`src/rtl/multdiv_pkg.sv`:
```
// Shared types and defaults for the multiply/divide sequencer.
//   state_t : sequencer FSM states
//   op_t    : operation encoding carried through the op slots
package multdiv_pkg;

    typedef enum logic [1:0] {
        IDLE = 2'd0,
        CLR  = 2'd1,
        RUN  = 2'd2,
        DONE = 2'd3
    } state_t;

    typedef enum logic {
        OP_MULT = 1'b0,
        OP_DIV  = 1'b1
    } op_t;

    localparam int DEFAULT_DATA_W     = 32;
    localparam int DEFAULT_TAG_W      = 5;
    localparam int DEFAULT_MAX_CYCLES = 40;
    localparam int RUN_CNT_W          = 6;

endpackage

```
`src/rtl/multdiv_op_slot.sv`:
```
// One operation holding slot: valid flag, op, destination tag and operands.
// Ports:
//   clock, clear       : clock and asynchronous active-high reset
//   load               : capture load_* and set valid (wins over flush)
//   flush              : drop valid; the held fields are left as they are
//   load_op/tag/a/b    : data captured on load
//   valid/op/tag/a/b   : current slot contents
module multdiv_op_slot
    import multdiv_pkg::*;
#(
    parameter int DATA_W = DEFAULT_DATA_W,
    parameter int TAG_W  = DEFAULT_TAG_W
) (
    input  logic              clock,
    input  logic              clear,
    input  logic              load,
    input  logic              flush,
    input  op_t               load_op,
    input  logic [TAG_W-1:0]  load_tag,
    input  logic [DATA_W-1:0] load_a,
    input  logic [DATA_W-1:0] load_b,
    output logic              valid,
    output op_t               op,
    output logic [TAG_W-1:0]  tag,
    output logic [DATA_W-1:0] a,
    output logic [DATA_W-1:0] b
);

    always_ff @(posedge clock or posedge clear) begin
        if (clear) begin
            valid <= 1'b0;
            op    <= OP_MULT;
            tag   <= '0;
            a     <= '0;
            b     <= '0;
        end else if (load) begin
            valid <= 1'b1;
            op    <= load_op;
            tag   <= load_tag;
            a     <= load_a;
            b     <= load_b;
        end else if (flush) begin
            valid <= 1'b0;
        end
    end

endmodule

```
`src/rtl/multdiv_sequencer.sv`:
```
// Sequences a shared multiplier and divider. Requests are latched into an
// active slot (or a pending slot while one op is in flight), the selected
// unit is cleared, enabled until its ready (or a watchdog expires), and the
// result, exception and tag are presented for one cycle with result_valid.
// Ports:
//   clock, clear                 : clock, asynchronous active-high reset
//   ctrl_MULT/ctrl_DIV           : one-cycle request pulses
//   data_operandA/B, op_tag      : request operands and destination tag
//   req_ready, busy, illegal_req : request handshake / status
//   unit_opA/B                   : operands of the active op to both units
//   mult_clr/en, mult_*          : multiplier control and response
//   div_clr/en, div_*            : divider control and response
//   result*, result_valid        : completion data and strobe
//   timeout                      : completion caused by the watchdog
module multdiv_sequencer
    import multdiv_pkg::*;
#(
    parameter int DATA_W     = DEFAULT_DATA_W,
    parameter int TAG_W      = DEFAULT_TAG_W,
    parameter int MAX_CYCLES = DEFAULT_MAX_CYCLES
) (
    input  logic              clock,
    input  logic              clear,
    input  logic              ctrl_MULT,
    input  logic              ctrl_DIV,
    input  logic [DATA_W-1:0] data_operandA,
    input  logic [DATA_W-1:0] data_operandB,
    input  logic [TAG_W-1:0]  op_tag,
    output logic              req_ready,
    output logic              busy,
    output logic              illegal_req,
    output logic [DATA_W-1:0] unit_opA,
    output logic [DATA_W-1:0] unit_opB,
    output logic              mult_clr,
    output logic              mult_en,
    input  logic [DATA_W-1:0] mult_result,
    input  logic              mult_exception,
    input  logic              mult_rdy,
    output logic              div_clr,
    output logic              div_en,
    input  logic [DATA_W-1:0] div_result,
    input  logic              div_exception,
    input  logic              div_rdy,
    output logic [DATA_W-1:0] result,
    output logic              result_exception,
    output logic [TAG_W-1:0]  result_tag,
    output logic              result_valid,
    output logic              timeout
);

    localparam logic [RUN_CNT_W-1:0] RUN_LAST = RUN_CNT_W'(MAX_CYCLES - 1);

    state_t                state_reg, state_next;
    logic [RUN_CNT_W-1:0]  run_cnt_reg;
    logic [DATA_W-1:0]     result_reg;
    logic                  exc_reg;
    logic [TAG_W-1:0]      tag_reg;
    logic                  timeout_reg;

    logic                  act_valid, pend_valid;
    op_t                   act_op, pend_op, op_req;
    logic [TAG_W-1:0]      act_tag, pend_tag;
    logic [DATA_W-1:0]     act_a, act_b, pend_a, pend_b;

    logic                  accept, active_empty, act_from_pend;
    logic                  act_load, act_flush, pend_load;
    logic                  sel_rdy, sel_exc;
    logic [DATA_W-1:0]     sel_result;
    logic                  cap_en, cap_exc, cap_to;
    logic [DATA_W-1:0]     cap_result;

    // Request handshake: a simultaneous MULT+DIV request is rejected outright.
    assign op_req      = ctrl_DIV ? OP_DIV : OP_MULT;
    assign req_ready   = !pend_valid;
    assign accept      = req_ready & (ctrl_MULT ^ ctrl_DIV);
    assign illegal_req = ctrl_MULT & ctrl_DIV & !clear;

    // The active slot frees up during DONE; pending is promoted first, and only
    // with pending empty can a new request go straight into the active slot.
    assign active_empty  = !act_valid | (state_reg == DONE & !pend_valid);
    assign act_from_pend = (state_reg == DONE) & pend_valid;
    assign act_load      = act_from_pend | (accept & active_empty);
    assign act_flush     = (state_reg == DONE) & !act_load;
    assign pend_load     = accept & !active_empty;

    multdiv_op_slot #(.DATA_W(DATA_W), .TAG_W(TAG_W)) u_active (
        .clock    (clock),
        .clear    (clear),
        .load     (act_load),
        .flush    (act_flush),
        .load_op  (act_from_pend ? pend_op  : op_req),
        .load_tag (act_from_pend ? pend_tag : op_tag),
        .load_a   (act_from_pend ? pend_a   : data_operandA),
        .load_b   (act_from_pend ? pend_b   : data_operandB),
        .valid    (act_valid),
        .op       (act_op),
        .tag      (act_tag),
        .a        (act_a),
        .b        (act_b)
    );

    multdiv_op_slot #(.DATA_W(DATA_W), .TAG_W(TAG_W)) u_pending (
        .clock    (clock),
        .clear    (clear),
        .load     (pend_load),
        .flush    (act_from_pend),
        .load_op  (op_req),
        .load_tag (op_tag),
        .load_a   (data_operandA),
        .load_b   (data_operandB),
        .valid    (pend_valid),
        .op       (pend_op),
        .tag      (pend_tag),
        .a        (pend_a),
        .b        (pend_b)
    );

    assign sel_rdy    = (act_op == OP_DIV) ? div_rdy       : mult_rdy;
    assign sel_exc    = (act_op == OP_DIV) ? div_exception : mult_exception;
    assign sel_result = (act_op == OP_DIV) ? div_result    : mult_result;

    always_comb begin
        state_next = state_reg;
        cap_en     = 1'b0;
        cap_result = '0;
        cap_exc    = 1'b0;
        cap_to     = 1'b0;
        case (state_reg)
            IDLE: if (act_load) state_next = CLR;
            CLR: begin
                // Divide by zero is resolved here without running the divider.
                if (act_op == OP_DIV && act_b == '0) begin
                    state_next = DONE;
                    cap_en     = 1'b1;
                    cap_exc    = 1'b1;
                end else begin
                    state_next = RUN;
                end
            end
            RUN: begin
                // Ready takes priority over a watchdog expiring in the same cycle.
                if (sel_rdy) begin
                    state_next = DONE;
                    cap_en     = 1'b1;
                    cap_result = sel_result;
                    cap_exc    = sel_exc;
                end else if (run_cnt_reg == RUN_LAST) begin
                    state_next = DONE;
                    cap_en     = 1'b1;
                    cap_exc    = 1'b1;
                    cap_to     = 1'b1;
                end
            end
            DONE:    state_next = act_load ? CLR : IDLE;
            default: state_next = IDLE;
        endcase
    end

    always_ff @(posedge clock or posedge clear) begin
        if (clear) begin
            state_reg   <= IDLE;
            run_cnt_reg <= '0;
            result_reg  <= '0;
            exc_reg     <= 1'b0;
            tag_reg     <= '0;
            timeout_reg <= 1'b0;
        end else begin
            state_reg <= state_next;
            if (state_reg == CLR)
                run_cnt_reg <= '0;
            else if (state_reg == RUN)
                run_cnt_reg <= run_cnt_reg + 1'b1;
            if (cap_en) begin
                result_reg  <= cap_result;
                exc_reg     <= cap_exc;
                tag_reg     <= act_tag;
                timeout_reg <= cap_to;
            end
        end
    end

    assign busy             = (state_reg != IDLE);
    assign result_valid     = (state_reg == DONE);
    assign timeout          = (state_reg == DONE) & timeout_reg;
    assign result           = result_reg;
    assign result_exception = exc_reg;
    assign result_tag       = tag_reg;
    assign unit_opA         = act_a;
    assign unit_opB         = act_b;

    // The idle unit sees clear only; the selected one is cleared in CLR and
    // enabled through RUN.
    assign mult_clr = clear | (state_reg == CLR & act_op == OP_MULT);
    assign mult_en  = (state_reg == RUN) & (act_op == OP_MULT);
    assign div_clr  = clear | (state_reg == CLR & act_op == OP_DIV);
    assign div_en   = (state_reg == RUN) & (act_op == OP_DIV);

endmodule

```
`config.mk`:
```
export PLATFORM = sky130hd
export DESIGN_NAME = multdiv_sequencer
export DESIGN_NICKNAME = d
export VERILOG_FILES = /design/src/rtl/multdiv_pkg.sv /design/src/rtl/multdiv_op_slot.sv /design/src/rtl/multdiv_sequencer.sv
export SDC_FILE = /design/constraint.sdc
export NUM_CORES = 1
export LEC_CHECK = 0
export ABC_AREA = 1
export BUFFER_PORTS_ARGS = -buffer_cell sky130_fd_sc_hd__buf_2
export CAP_MARGIN = 20
export CORE_UTILIZATION = 45
export CTS_CLUSTER_SIZE = 25
export DETAILED_ROUTE_END_ITERATION = 12
export MAX_ROUTING_LAYER = met4
export PLACE_DENSITY = 0.72
export SETUP_SLACK_MARGIN = 0.2
export SYNTH_ARGS = -nofsm -noshare
export SYNTH_HDL_FRONTEND = slang
export SYNTH_HIERARCHICAL = 1
export SYNTH_SLANG_ARGS = --single-unit
```
`constraint.sdc`:
```
create_clock -name clock -period 2.85 [get_ports clock]
set_clock_uncertainty 0.15 [all_clocks]
set_input_delay 0.7125 -clock clock [delete_from_list [all_inputs] [get_ports clock]]
set_output_delay 0.7125 -clock clock [all_outputs]
set_load 0.02 [all_outputs]
```
### Yosys cells after proc, flatten, opt, wreduce, memory -nomap -nowiden

Cells that the tools add are included.

* memories: 0
* bits in latches: 0
* logic and storage cells: 85
* memory bits (read-only): 0
* register bits after elaboration: 189
* output and inout bits: 111
* RAM bits: 0

* shifts and indexed selects: 0
* muxes and demuxes: 30
* bitwise gates (word level): 19
* add/sub/neg operators: 1
* div/mod/pow operators: 0
* eq/ne operators: 6
* magnitude comparators: 0
* $mul: 0
* reduce and logical (&&, ||, !) cells: 13

Operators with widths (number)
* 2-to-1 mux 32 bit: 5
* logical NOT 32 bit: 1
* 2-to-1 mux 1 bit: 16
* bitwise AND 1 bit: 13
* 2-to-1 mux 6 bit: 2
* case mux 2 bit (4 select lines): 1
* nonzero test 2 bit: 4
* adder 6 x 1 -> 6 bit, second input constant: 1
* equality test 6 bit, second input constant: 1
* 2-to-1 mux 2 bit: 3
* logical NOT 1 bit: 5
* 2-to-1 mux 5 bit: 1
* equality test 2 bit, second input constant: 2
* bitwise OR 1 bit: 4
* case mux 1 bit (2 select lines): 2
* != test 3 bit, second input constant: 1
* equality test 2 x 1 -> 1 bit, second input constant: 1
* logical NOT 2 bit: 1
* != test 2 bit, second input constant: 1
* AND reduction 2 bit: 1
* logical AND 1 bit: 1
* NOT 1 bit: 1
* bitwise XOR 1 bit: 1

### Longest topological paths before layout

* word-level depth: 9
* depth in mapped cells: 11
* gate-level depth less buffers: 10

### Hierarchy

The synthesis kept the hierarchy.

Modules (own cells, without submodules)
* multdiv_op_slot: area an instance 2712.6 um^2, times used 2, cells each 301
* multdiv_sequencer: area an instance 3598.5 um^2, times used 1, cells each 587

### Worst setup path after synthesis

No wires, ideal clock.

* kind: input to output
* start: input clear
* end: output mult_clr
* required time: 1.987 ns
* arrival time: 2.312 ns
* slack: -0.324 ns
* stages on the path: 2
* cell sequence: inv_1 > o21ai_0

* longest elaborated chain between the ends: 1

RTL lines
* start, declared: RTL line multdiv_sequencer.sv:23 `input logic clear,`
* bitwise OR 1 bit: RTL line multdiv_sequencer.sv:193 `assign mult_clr = clear | (state_reg == CLR & act_op == OP_MULT);`
* end, declared: RTL line multdiv_sequencer.sv:34 `output logic mult_clr,`

No other way between the ends.

### Final worst setup path

* start: register state_reg[1]
* end: output mult_clr

* longest elaborated chain between the ends: 3

RTL lines
* start, declared: RTL line multdiv_sequencer.sv:53 `state_t state_reg, state_next;`
* start signal, assigned: RTL line multdiv_sequencer.sv:168 `state_reg <= state_next;`
* equality test 2 x 1 -> 1 bit: RTL line multdiv_sequencer.sv:193
* bitwise AND 1 bit: RTL line multdiv_sequencer.sv:193
* bitwise OR 1 bit: RTL line multdiv_sequencer.sv:193

No other way between the ends.

==> results.sh <==
export IMPL_outcome="finished clean"
export IMPL_gpl_final_weighted_congestion=0.826
export IMPL_core_area_mm2=0.0196
export IMPL_relSlewSlack_pct=54.1
export IMPL_period_minus_slack_ps=2410
export IMPL_ports=252
export IMPL_cts_tree="done"
export IMPL_clkSlewWorstSetupHoldPaths_ps=70
export IMPL_cts_max_path_buffers=2
export IMPL_synth_ff_type="sky130_fd_sc_hd__dfrtp_1"
export IMPL_cts_inserted_buffers=17
export IMPL_yosys_register_bits=189
export IMPL_fmaxAchievable_mhz=416
export IMPL_totalWireLength_um=23500
export IMPL_detail_route_vias_per_cell=4.75
export IMPL_share_of_synthesized_area_occupied_by_flip_flops_and_latches_pct=52.4
export IMPL_grt_antenna_before_repair=2
export IMPL_detailedRoute_firstPassIterationCount=5
export IMPL_cts_repair_timing_setup_buffer_count=0
export IMPL_post_synth_top_area_cell="sky130_fd_sc_hd__dfrtp_1"
export IMPL_post_synth_design_cell_area_mm2=0.00902
export IMPL_power_ir_vdd_worst_mv=0.475
export IMPL_critPathCaptureType="output port"
export IMPL_cts_resized_gates=0
export IMPL_dpl_cell_area_mm2=0.0104
export IMPL_nets=1560
export IMPL_grt_pass1_vias=7427
export IMPL_report_final_setup_viol=0
export IMPL_design_die_area_mm2=0.0206
export IMPL_async_reset_ff_share_pct=100
export IMPL_syn_instance_count=1189
export IMPL_postLayoutCellArea_mm2=0.0110
export IMPL_global_route_usage_total_pct=24.0
export IMPL_setup_worst_path_start_class="flop"
export IMPL_finalHoldViolations=0
export IMPL_place_hpwl_um=15700
export IMPL_die_w_um=144
export IMPL_drt_antenna_violating_nets=0
export IMPL_worst_skew_pair_late_latency_ps=420
export IMPL_setup_tns_ps=0
export IMPL_synth_avg_cell_area_um2=7.59
export IMPL_netlist_area_leader_share_pct=52.4
export IMPL_synth_enable_flop_cells=0
export IMPL_routed_via_count=8057
export IMPL_worst_hold_margin_ps=131
export IMPL_synth_warning_count=6
export IMPL_number_of_distinct_library_cells_after_synthesis=25
export IMPL_drive_gt1_share_pct=22.0
export IMPL_r2r_slack_ps=630
export IMPL_cts_htree_levels=4
export IMPL_layout_cells_most_common="sky130_fd_sc_hd__nand2_1"
export IMPL_die_height_um=144
export IMPL_maxCapViolCount=0
export IMPL_grt_setup_unrepaired="false"
export IMPL_class_of_the_tightest_hold_or_removal_check="in -> async"
export IMPL_floorplan_rows=51
export IMPL_grt_first_pass_wirelength_um=37100
export IMPL_critical_path_startpoint="state_reg[1]$_DFFE_PP0P_"
export IMPL_p_leak_nw=6.46
export IMPL_commonest_non_fill_non_tap_cells_in_the_layout="738 x sky130_fd_sc_hd__nand2_1, 251 x sky130_fd_sc_hd__buf_2, 188 x sky130_fd_sc_hd__dfrtp_1, 64 x sky130_fd_sc_hd__nor2_1, 43 x sky130_fd_sc_hd__nand3_1"
export IMPL_post_cts_hold_buffer_count=0
export IMPL_clk_root_buffer_cell="sky130_fd_sc_hd__clkbuf_16"
export IMPL_tightest_slew_ps=686
export IMPL_cts_num_sinks=189
export IMPL_first_iter_violations=388
export IMPL_io_buffers=251
export IMPL_worstPathArrival_ps=1540
export IMPL_yosys_top_cells_area="sky130_fd_sc_hd__dfrtp_1 52%, sky130_fd_sc_hd__nand2_1 31%, sky130_fd_sc_hd__mux2i_1 3.7%, sky130_fd_sc_hd__nor2_1 2.7%, sky130_fd_sc_hd__nand3_1 2.4%"
export IMPL_area_growth_syn_to_layout_pct=21.4
export IMPL_drc_errors=0
export IMPL_routed_length_per_instance_um=13.9
export IMPL_worstSetupPathType="reg -> out"
export IMPL_timing_critical_path_required_ps=1990
export IMPL_crit_fanout=4
export IMPL_finalMaxSlewViolations=0
export IMPL_reg2reg_to="u_active/a[19]$_DFFE_PP0P_"
export IMPL_reg2reg_depth=8
export IMPL_postSynthNetCount=1336
export IMPL_grt_max_degree=72
export IMPL_floorplan_initialDensity_pct=46.1
export IMPL_final_period_utilization_pct=84.4
export IMPL_timing_rr_start="state_reg[0]$_DFFE_PP0P_"
export IMPL_power_per_cell_area_mw_per_mm2=1080
export IMPL_endpoint="mult_clr"
export IMPL_overflow=0
==> critical path, stage by stage, from the launching register on <==
cell,delay [ps]
sky130_fd_sc_hd__dfrtp_1,420
sky130_fd_sc_hd__inv_1,90
sky130_fd_sc_hd__ha_1,200
sky130_fd_sc_hd__inv_1,100
sky130_fd_sc_hd__o21ai_2,130
sky130_fd_sc_hd__buf_2,180
==> final cells by class <==
type / count / area (um2)
Clock inverter: 12 / 90.1
Fill cell: 1873 / 8640
Multi-Input combinational cell: 909 / 3800
Clock buffer: 20 / 437
Tap cell: 265 / 332
Timing Repair Buffer: 270 / 1440
Sequential cell: 189 / 4730
Antenna cell: 4 / 10.0
Inverter: 26 / 119
==> cells in the mapped netlist (2+ instances only) <==
| cell type | number |
|---|---|
| sky130_fd_sc_hd__nand2_1 | 741 |
| sky130_fd_sc_hd__inv_1 | 23 |
| sky130_fd_sc_hd__nor2_1 | 64 |
| sky130_fd_sc_hd__buf_4 | 9 |
| sky130_fd_sc_hd__ha_1 | 6 |
| sky130_fd_sc_hd__clkbuf_1 | 19 |
| sky130_fd_sc_hd__a21oi_1 | 6 |
| sky130_fd_sc_hd__mux2i_1 | 33 |
| sky130_fd_sc_hd__o21ai_0 | 4 |
| sky130_fd_sc_hd__buf_1 | 3 |
| sky130_fd_sc_hd__nor3b_1 | 2 |
| sky130_fd_sc_hd__buf_6 | 15 |
| sky130_fd_sc_hd__nand3_1 | 43 |
| sky130_fd_sc_hd__buf_2 | 19 |
| sky130_fd_sc_hd__dfrtp_1 | 189 |
| sky130_fd_sc_hd__nor3_1 | 3 |
| sky130_fd_sc_hd__inv_6 | 2 |
==> routing by layer <==
layer,up-vias,track usage (%),share of wire (%)
met5,-,-,0
met1,3711,28.7,44
li1,4069,-,-
met2,252,40.8,48
met3,25,5.33,6.7
met4,0,6.77,1.7
==> power breakdown <==
part / internal [mW] / total (mW) / leakage, nW / switching [mW]
registers: 3.80 / 4.49 / 2.40 / 0.687
clock network: 1.12 / 2.16 / 0.239 / 1.04
logic: 1.64 / 5.21 / 3.82 / 3.57
==> stage by stage <==
stage               worst slack (ps)  util (%)  instances  power [mW]
global route                     343      55.9       1693        12.8
global placement                 467      53.2       1659        9.65
finish                           443      55.9       1695        11.9
floorplan                        252         -       1189        8.30
detailed placement               422      53.2       1659        9.79
CTS                              428      55.9       1691        12.0
==> cells by family after synthesis <==
logic type	after synthesis	share of synthesized area, %
adders and majority gates	6	0.832
buffers and inverters	91	5.78
DFF	189	52.4
and+or+nand+nor	857	36.5
muxes	33	3.66
xor gates and xnor gates	1	0.0971
AOI/OAI and AO/OA	12	0.735
==> worst min path at each step <==
stage / from / to / slack (ps) / cells past startpoint
finish: clear / result[15]$_DFFE_PP0P_ / 130 / 2
global placement: result[18]$_DFFE_PP0P_ / result[18]$_DFFE_PP0P_ / 300 / 2
CTS: clear / result[15]$_DFFE_PP0P_ / 110 / 2
global route: clear / result[30]$_DFFE_PP0P_ / 130 / 2
floorplan: u_active/valid$_DFFE_PP0P_ / u_active/valid$_DFFE_PP0P_ / 290 / 2
detailed placement: u_active/a[4]$_DFFE_PP0P_ / u_active/a[4]$_DFFE_PP0P_ / 300 / 2
(Power assumes the default switching activity.)
